$ cat src/rtl/bram_read_arbiter.sv
// Read-port arbiter for the sprite/tile BRAM: video addresses pass with one register
// stage, an auxiliary requester gets one outstanding read at a time plus statistics.
module bram_read_arbiter #(
    parameter int AW         = 17,
    parameter int DW         = 12,
    parameter int RD_LAT     = 2,
    parameter int STARVE_MAX = 1024,
    parameter int CW         = 16
) (
    input  logic          clk,
    input  logic          rst_n,
    input  logic          vid_req,
    input  logic [AW-1:0] vid_addr,
    input  logic          aux_req,
    input  logic [AW-1:0] aux_addr,
    output logic          aux_gnt,
    output logic          aux_rvalid,
    output logic [DW-1:0] aux_rdata,
    output logic [AW-1:0] bram_addr,
    input  logic [DW-1:0] bram_dout,
    input  logic          clr_stats,
    output logic          aux_starve,
    output logic [CW-1:0] aux_gnt_cnt
);

    localparam int WCW = $clog2(STARVE_MAX + 1);
    localparam logic [0:0] ST_IDLE = 1'b0;
    localparam logic [0:0] ST_WAIT = 1'b1;
    localparam logic [WCW-1:0] WAIT_MAX = WCW'(STARVE_MAX);
    localparam logic [CW-1:0]  CNT_MAX  = {CW{1'b1}};

    logic [0:0]        state_r;
    logic [RD_LAT-1:0] tag_aux_r;
    logic [RD_LAT-1:0] tag_nxt_s;
    logic [WCW-1:0]    wait_cnt_r;
    logic [WCW-1:0]    wait_nxt_s;
    logic              grant_s;
    logic              ret_s;
    logic              aux_gnt_r;
    logic              aux_rvalid_r;
    logic [DW-1:0]     aux_rdata_r;
    logic [AW-1:0]     bram_addr_r;
    logic              aux_starve_r;
    logic [CW-1:0]     aux_gnt_cnt_r;

    // Grant decision and tag pipe advance; only the AUX tag matters downstream.
    always_comb begin
        grant_s   = (!vid_req) && (state_r == ST_IDLE) && aux_req;
        ret_s     = tag_aux_r[RD_LAT-1];
        tag_nxt_s = (tag_aux_r << 1) | RD_LAT'(grant_s);
    end

    // Starvation counter: counts idle cycles spent blocked by video, saturating.
    always_comb begin
        wait_nxt_s = wait_cnt_r;
        if (grant_s) begin
            wait_nxt_s = {WCW{1'b0}};
        end else if (aux_req && (state_r == ST_IDLE) && (wait_cnt_r != WAIT_MAX)) begin
            wait_nxt_s = wait_cnt_r + 1'b1;
        end else begin
            wait_nxt_s = wait_cnt_r;
        end
    end

    // Address mux, handshake outputs and the one-outstanding-read FSM.
    always_ff @(posedge clk or negedge rst_n) begin
        if (!rst_n) begin
            state_r      <= ST_IDLE;
            tag_aux_r    <= {RD_LAT{1'b0}};
            bram_addr_r  <= {AW{1'b0}};
            aux_gnt_r    <= 1'b0;
            aux_rvalid_r <= 1'b0;
            aux_rdata_r  <= {DW{1'b0}};
        end else begin
            tag_aux_r    <= tag_nxt_s;
            aux_gnt_r    <= grant_s;
            aux_rvalid_r <= ret_s;
            if (vid_req) begin
                bram_addr_r <= vid_addr;
            end else if (grant_s) begin
                bram_addr_r <= aux_addr;
            end else begin
                bram_addr_r <= bram_addr_r;
            end
            if (ret_s) begin
                aux_rdata_r <= bram_dout;
            end else begin
                aux_rdata_r <= aux_rdata_r;
            end
            case (state_r)
                ST_IDLE: state_r <= grant_s ? ST_WAIT : ST_IDLE;
                ST_WAIT: state_r <= ret_s ? ST_IDLE : ST_WAIT;
                default: state_r <= ST_IDLE;
            endcase
        end
    end

    // Statistics: clr_stats takes precedence over a same-cycle grant or starvation.
    always_ff @(posedge clk or negedge rst_n) begin
        if (!rst_n) begin
            wait_cnt_r    <= {WCW{1'b0}};
            aux_starve_r  <= 1'b0;
            aux_gnt_cnt_r <= {CW{1'b0}};
        end else begin
            wait_cnt_r <= wait_nxt_s;
            if (clr_stats) begin
                aux_starve_r  <= 1'b0;
                aux_gnt_cnt_r <= {CW{1'b0}};
            end else begin
                if (wait_nxt_s == WAIT_MAX) begin
                    aux_starve_r <= 1'b1;
                end else begin
                    aux_starve_r <= aux_starve_r;
                end
                if (grant_s && (aux_gnt_cnt_r != CNT_MAX)) begin
                    aux_gnt_cnt_r <= aux_gnt_cnt_r + 1'b1;
                end else begin
                    aux_gnt_cnt_r <= aux_gnt_cnt_r;
                end
            end
        end
    end

    assign aux_gnt     = aux_gnt_r;
    assign aux_rvalid  = aux_rvalid_r;
    assign aux_rdata   = aux_rdata_r;
    assign bram_addr   = bram_addr_r;
    assign aux_starve  = aux_starve_r;
    assign aux_gnt_cnt = aux_gnt_cnt_r;

endmodule

$ cat config.mk
export PLATFORM = sky130hd
export DESIGN_NAME = bram_read_arbiter
export DESIGN_NICKNAME = d
export VERILOG_FILES = /design/src/rtl/bram_read_arbiter.sv
export SDC_FILE = /design/constraint.sdc
export NUM_CORES = 1
export LEC_CHECK = 0
export CAP_MARGIN = 20
export CORE_MARGIN = 1.5
export CORE_UTILIZATION = 50
export DETAILED_ROUTE_END_ITERATION = 6
export PLACE_DENSITY = 0.95
export REMOVE_ABC_BUFFERS = 1
export SYNTH_ARGS = -nofsm -noshare
export SYNTH_HDL_FRONTEND = slang
export SYNTH_SLANG_ARGS = --single-unit
$ cat constraint.sdc
create_clock -name clk -period 5.4 [get_ports clk]
set_input_delay 1.62 -clock clk [delete_from_list [all_inputs] [get_ports clk]]
set_output_delay 1.62 -clock clk [all_outputs]
set_load 0.005 [all_outputs]
==> results.py, run 1 <==
metrics = {
    "drt": {
        "vias": 2653,
        "drt_iter0_drc": 160,
        "wire_per_inst_um": 16.6,
        "wl_mm": 7.77,
        "via_per_inst": 5.66,
        "ant_nets": 0,
        "drc_errors": 0,
        "firstDrtPassIters": 4,
    },
    "power_and_ir_drop": {
        "vdd_drop_max_mv": 0.340,
        "combPwrFrac": 0.314,
        "totalPowerFinal_mw": 1.46,
        "swShare": 0.297,
        "power.density_nw_per_um2": 341,
        "p_switching_mw": 0.435,
        "intPower_mw": 1.03,
        "clkPwrFrac": 0.251,
        "pwr-share-seq": 0.435,
        "p_leak_nw": 1.80,
    },
    "floorplanning": {
        "die_area_um2": 6680,
        "core-area_um2": 5960,
        "fp.dieH_um": 81.7,
        "die_w_um": 81.7,
        "io_pins": 99,
        "initial_core_util": 0.520,
        "fp-row-count": 28,
    },
    "yosys": {
        "yosysWarnings": 0,
        "async_reset_ff_frac": 1.00,
        "synth_seq_cells": 61,
        "yosysTopAreaCell": "dfrtp_1",
        "netlist_instances": 294,
        "synth_edf_count": 0,
        "synth.top_cell.area_share": 0.493,
        "syn_avg_cell_area_um2": 10.5,
        "yosysUniqueCellTypes": 58,
        "yosysSeqAreaShare": 0.493,
        "ys.flop_type": "dfrtp_1",
        "yosys-top-cells-area": "dfrtp_1, mux2i_1, mux2_2",
        "synth_area_um2": 3100,
    },
    "outcome": {
        "status": "finished, final reports clean",
    },
    "placed_design": {
        "hpwlAfterDp_mm": 5.45,
        "portBuffers": 98,
        "gp_congestion": 0.842,
        "pre_cts_slack_ps": 1490,
        "placed_area_um2": 4120,
    },
    "clocking": {
        "cts_root_buffer": "clkbuf_8",
        "cts-resized-gates": 0,
        "holdBufCountCts": 0,
        "cts_htree_levels": 3,
        "numCtsBuffers": 9,
        "cts.path.max_buffers": 2,
        "cts.clk_slew.worst_paths_ps": 60,
        "clock-sinks": 61,
        "postCtsSetupBuffers": 0,
        "clkLatencyLatePin_ps": 340,
        "tritoncts": "yes",
    },
    "final_layout": {
        "ff_latch_area_um2": 1530,
        "fin_area_um2": 4300,
        "syn2layout_area_growth_pct": 38.6,
        "multi_input_area_um2": 1450,
        "nFillCells": 423,
        "diodes": 0,
        "nets": 444,
        "drive_gt1_frac": 0.0964,
    },
    "timing": {
        "hold_ws_ps": 387,
        "tns_ps": 0,
        "period_minus_slack_ps": 3550,
        "hold_viol": 0,
        "finalSetupViolCount": 0,
        "max_freq_mhz": 281,
        "grt_setup_unrepaired": "no",
        "drv_slew": 0,
        "min_period_over_period": 0.658,
        "relSlewSlack": 0.453,
        "layout_setup_ws_ps": 1850,
        "worstMarginPinSlew_ps": 818,
        "skew_ps": 5.17,
    },
    "setup_path": {
        "critPathBufInv": 2,
        "crit_slowest_cell": "clkdlybuf4s50_1",
        "reg2reg_to": "aux_starve$_DFFE_PN0P_",
        "r2r_slack_ps": 3140,
        "r2r_cells": 6,
        "timing_worst_setup_path_type": "in2reg",
        "crit_chain": "clkdlybuf4s50_1 -> nand2b_1 -> buf_4 -> mux2i_1 -> a2111oi_4 -> o2111ai_1 -> o32ai_2",
        "worst_setup_path_start_kind": "input port",
        "cp_max_fo": 17,
        "crit_start": "aux_req",
        "cp.depth": 7,
        "crit_family": "buffers and inverters",
        "arrival_ps": 3800,
        "critPathCaptureType": "flip-flop",
        "cpPeakStageDelay_ps": 460,
        "endpoint": "aux_starve$_DFFE_PN0P_",
        "worst_ep_required_time_ps": 5650,
        "r2r_start": "state_r$_DFF_PN0_",
    },
    "global_route": {
        "grt_max_degree": 62,
        "grt_first_pass_wirelength_mm": 12.3,
        "grtUsageTotal": 0.250,
        "antenna_found_initial": 0,
        "gr-total-overflow": 0,
        "grt_pass1_vias": 2655,
    },
    "worst_hold_path": {
        "hp-class": "reg2reg",
        "whs_path_depth": 0,
    },
    "job": {
        "max_cap_violations": 0,
    },
}
==> power by group through the flow <==
stage | Combinational (mW) | Clock (mW) | Sequential, mW
after global placement | 0.443 | 0 | 0.635
after floorplan | 0.214 | 0 | 0.632
after detailed placement | 0.459 | 0 | 0.645
after global routing | 0.495 | 0.388 | 0.652
after CTS | 0.464 | 0.371 | 0.637
final | 0.460 | 0.367 | 0.638
==> worst min path at each step <==
stage                                start                endpoint  slack (ps)
floorplan           tag_aux_r[0]$_DFF_PN0_  tag_aux_r[1]$_DFF_PN0_         380
global route        tag_aux_r[0]$_DFF_PN0_  tag_aux_r[1]$_DFF_PN0_         400
CTS                 tag_aux_r[0]$_DFF_PN0_  tag_aux_r[1]$_DFF_PN0_         390
detailed placement  tag_aux_r[0]$_DFF_PN0_  tag_aux_r[1]$_DFF_PN0_         370
global placement    tag_aux_r[0]$_DFF_PN0_  tag_aux_r[1]$_DFF_PN0_         380
finish              tag_aux_r[0]$_DFF_PN0_  tag_aux_r[1]$_DFF_PN0_         390
==> kinds of logic (layout without fill, tap and decap cells) <==
kind of cell / after synthesis / after routing / synth area share
xor+xnor: 18 / 18 / 0.0509
mux: 35 / 35 / 0.119
buf+inv: 25 / 125 / 0.0388
fa+ha+maj: 3 / 3 / 0.0121
flops: 61 / 61 / 0.493
simple gates: 105 / 105 / 0.175
compound gates: 47 / 47 / 0.112
==> routing by layer <==
metal	track usage	up-vias	wire [µm]
met5	0	-	0
met4	0.142	0	271
met3	0.0622	26	482
met2	0.415	108	3890
met1	0.294	1276	3130
li1	-	1243	-
==> cell type report <==
type / count / area share
Sequential cell: 61 / 0.355
Multi-Input combinational cell: 208 / 0.338
Timing Repair Buffer: 101 / 0.232
Clock buffer: 14 / 0.0402
Tap cell: 75 / 0.0218
Inverter: 9 / 0.0108
Clock inverter: 1 / 0.00117
==> flip-flops by register name, summed over array words and instances (netlist names) <==
register,count
aux_rdata,12
tag_aux_r,2
state_r,1
aux_starve,1
aux_gnt_cnt,16
bram_addr,17
aux_rvalid,1
wait_cnt_r,11
==> cell usage in the layout (no fill, tap or decap), drive strengths merged, types with 3 or more instances in the layout <==
cell type	instances
clkdlybuf4s50	97
dfrtp	61
nor2	29
nand2	27
o21ai	22
mux2i	21
mux2	14
clkbuf	14
xnor2	12
nand3	11
inv	8
xor2	6
nand4	6
nor3	5
nor2b	4
a21oi	4
nor4	4
buf	4
a211oi	3
ha	3
nor4b	3
==> synthesized netlist by cell type (4+ instances only) <==
| cell | instances |
|---|---|
| clkbuf_1 | 8 |
| nand4_1 | 5 |
| mux2i_1 | 21 |
| nand3_1 | 11 |
| xor2_1 | 6 |
| o21ai_0 | 19 |
| nor2b_1 | 4 |
| a21oi_1 | 4 |
| inv_1 | 8 |
| buf_2 | 5 |
| nor2_1 | 29 |
| nand2_1 | 27 |
| nor3_1 | 5 |
| xnor2_1 | 12 |
| dfrtp_1 | 61 |
| mux2_2 | 13 |
==> metrics by stage <==
stage / instances / utilization
2_1_floorplan: 278 / -
3_3_place_gp: 454 / 0.691
3_5_place_dp: 454 / 0.691
4_1_cts: 469 / 0.721
5_1_grt: 469 / 0.721
6_report: 469 / 0.721
(Power assumes the default switching activity.)
==> run 2, diff against run 1 <==
CORE_UTILIZATION = 42   (was 50)
PLACE_DENSITY = 0.87   (was 0.95)
clock period = 3.2 ns   (was 5.4 ns; I/O delays follow)
==> run 2 against run 1 <==
Net effect: power is 65% higher; sequential power grew 68%; hold slack improved by 6.9 ps; final area grew 1.3%; clock skew increased by 4.0 ps; core utilization fell by 12 points; combinational power is 68% higher; sequential share of layout area is 0.45 points lower; global-route usage is 5.1 points lower; largest cell class unchanged.
==> results.py, run 2 (synthesis gave the netlist of run 1 again) <==
metrics = {
    "outcome": {
        "status": "finished, final reports clean",
    },
    "placed_design": {
        "hpwlAfterDp_mm": 5.25,
        "pre_cts_slack_ps": 92.8,
        "portBuffers": 98,
        "placed_area_um2": 4190,
        "gp_congestion": 0.888,
    },
    "global_route": {
        "gr-total-overflow": 0,
        "antenna_found_initial": 0,
        "grt_pass1_vias": 2604,
        "grt_max_degree": 43,
        "grtUsageTotal": 0.199,
        "grt_first_pass_wirelength_mm": 12.1,
    },
    "timing": {
        "drv_slew": 0,
        "hold_viol": 0,
        "hold_ws_ps": 394,
        "relSlewSlack": 0.585,
        "max_freq_mhz": 360,
        "finalSetupViolCount": 0,
        "min_period_over_period": 0.869,
        "skew_ps": 9.13,
        "period_minus_slack_ps": 2780,
        "grt_setup_unrepaired": "no",
        "layout_setup_ws_ps": 420,
        "worstMarginPinSlew_ps": 622,
        "tns_ps": 0,
    },
    "setup_path": {
        "critPathBufInv": 2,
        "crit_slowest_cell": "or3b_1",
        "critPathCaptureType": "flip-flop",
        "arrival_ps": 3020,
        "timing_worst_setup_path_type": "in2reg",
        "worst_setup_path_start_kind": "input port",
        "reg2reg_to": "aux_starve$_DFFE_PN0P_",
        "crit_chain": "clkdlybuf4s50_1 -> or3b_1 -> clkinv_8 -> o21ai_2 -> a2111oi_4 -> o2111ai_1 -> o32ai_2",
        "crit_family": "compound AO/OA/AOI/OAI gates",
        "cp_max_fo": 8,
        "cpPeakStageDelay_ps": 590,
        "worst_ep_required_time_ps": 3440,
        "r2r_start": "wait_cnt_r[0]$_DFF_PN0_",
        "r2r_cells": 6,
        "r2r_slack_ps": 1060,
    },
    "drt": {
        "drc_errors": 0,
        "vias": 2602,
        "wl_mm": 7.21,
        "wire_per_inst_um": 14.5,
        "via_per_inst": 5.22,
        "ant_nets": 0,
        "firstDrtPassIters": 4,
        "drt_iter0_drc": 212,
    },
    "power_and_ir_drop": {
        "power.density_nw_per_um2": 557,
        "p_switching_mw": 0.736,
        "combPwrFrac": 0.320,
        "p_leak_nw": 1.81,
        "pwr-share-seq": 0.443,
        "clkPwrFrac": 0.237,
        "intPower_mw": 1.69,
        "swShare": 0.304,
        "vdd_drop_max_mv": 0.391,
    },
    "floorplanning": {
        "io_pins": 99,
        "die_area_um2": 7900,
        "fp.dieH_um": 88.9,
        "fp-row-count": 31,
        "die_w_um": 88.9,
        "initial_core_util": 0.430,
        "core-area_um2": 7210,
    },
    "final_layout": {
        "layout_common_cells": "clkdlybuf4s50_1, dfrtp_1, nor2_1, nand2_1, mux2i_1",
        "largest_reg_flops": 17,
        "fin_area_um2": 4350,
        "diodes": 0,
        "syn2layout_area_growth_pct": 40.4,
        "nets": 448,
        "final_common_cell": "clkdlybuf4s50_1",
        "drive_gt1_frac": 0.105,
        "nFillCells": 605,
    },
    "worst_hold_path": {
        "min_to": "tag_aux_r[1]$_DFF_PN0_",
        "worstHoldStart": "tag_aux_r[0]$_DFF_PN0_",
        "whs_path_depth": 0,
        "hp-class": "reg2reg",
    },
    "clocking": {
        "postCtsSetupBuffers": 0,
        "clock-sinks": 61,
        "clkLatencyLatePin_ps": 330,
        "cts.path.max_buffers": 2,
        "numCtsBuffers": 9,
        "cts.clk_slew.worst_paths_ps": 70,
        "cts_root_buffer": "clkbuf_8",
        "cts-resized-gates": 0,
        "holdBufCountCts": 0,
        "tritoncts": "yes",
        "cts_htree_levels": 3,
    },
    "job": {
        "max_cap_violations": 0,
    },
}
## run 2: changes by cell type in the layout (fill, tap and decap cells not counted), sizes merged
cell,previous run,this run
clkinvlp,0,2
clkbuf,14,12
buf,4,8
clkinv,2,3
## run 2: stage by stage
| step | power [mW] | util | std cells |
|---|---|---|---|
| final | 2.42 | 0.603 | 498 |
| after CTS | 2.45 | 0.603 | 498 |
| after global placement | 1.83 | 0.581 | 482 |
| after floorplan | 1.43 | - | 278 |
| after global routing | 2.57 | 0.603 | 498 |
| after detailed placement | 1.87 | 0.581 | 482 |
## run 2: layer usage
metal	vias to the layer above	global-route usage	share of wire	routed length [µm]
met2	103	0.335	0.49	3540
met4	0	0.0838	0.015	107
met5	-	0	0	0
met3	9	0.0425	0.063	453
li1	1248	-	-	-
met1	1242	0.249	0.43	3110
## run 2: worst max path at each step
| stage | cells past startpoint | from | to |
|---|---|---|---|
| detailed placement | 7 | vid_req | aux_starve$_DFFE_PN0P_ |
| global placement | 7 | vid_req | aux_starve$_DFFE_PN0P_ |
| CTS | 7 | vid_req | aux_starve$_DFFE_PN0P_ |
| finish | 7 | vid_req | aux_starve$_DFFE_PN0P_ |
| global route | 6 | vid_req | aux_gnt_cnt[15]$_DFFE_PN0P_ |
| floorplan | 5 | aux_req | aux_starve$_DFFE_PN0P_ |
## run 2: layout make-up
cell class | count | area, µm² | share of cell area
Inverter | 9 | 46.3 | 0.0106
Clock buffer | 12 | 135 | 0.0311
Sequential cell | 61 | 1530 | 0.351
Tap cell | 99 | 124 | 0.0285
Multi-Input combinational cell | 208 | 1450 | 0.334
Timing Repair Buffer | 105 | 1040 | 0.239
Clock inverter | 4 | 25.0 | 0.00575
## run 2: power groups by stage
stage | Clock (mW) | Combinational [mW] | Sequential, mW
final | 0.575 | 0.775 | 1.07
after global routing | 0.628 | 0.847 | 1.10
after global placement | 0 | 0.764 | 1.07
after detailed placement | 0 | 0.781 | 1.08
after CTS | 0.589 | 0.785 | 1.07
after floorplan | 0 | 0.362 | 1.07
==> run 3, diff against run 2 <==
SLEW_MARGIN = 0   (was default)
==> results of run 3 <==
Final layout, timing and power as in run 2 (identical DEF).
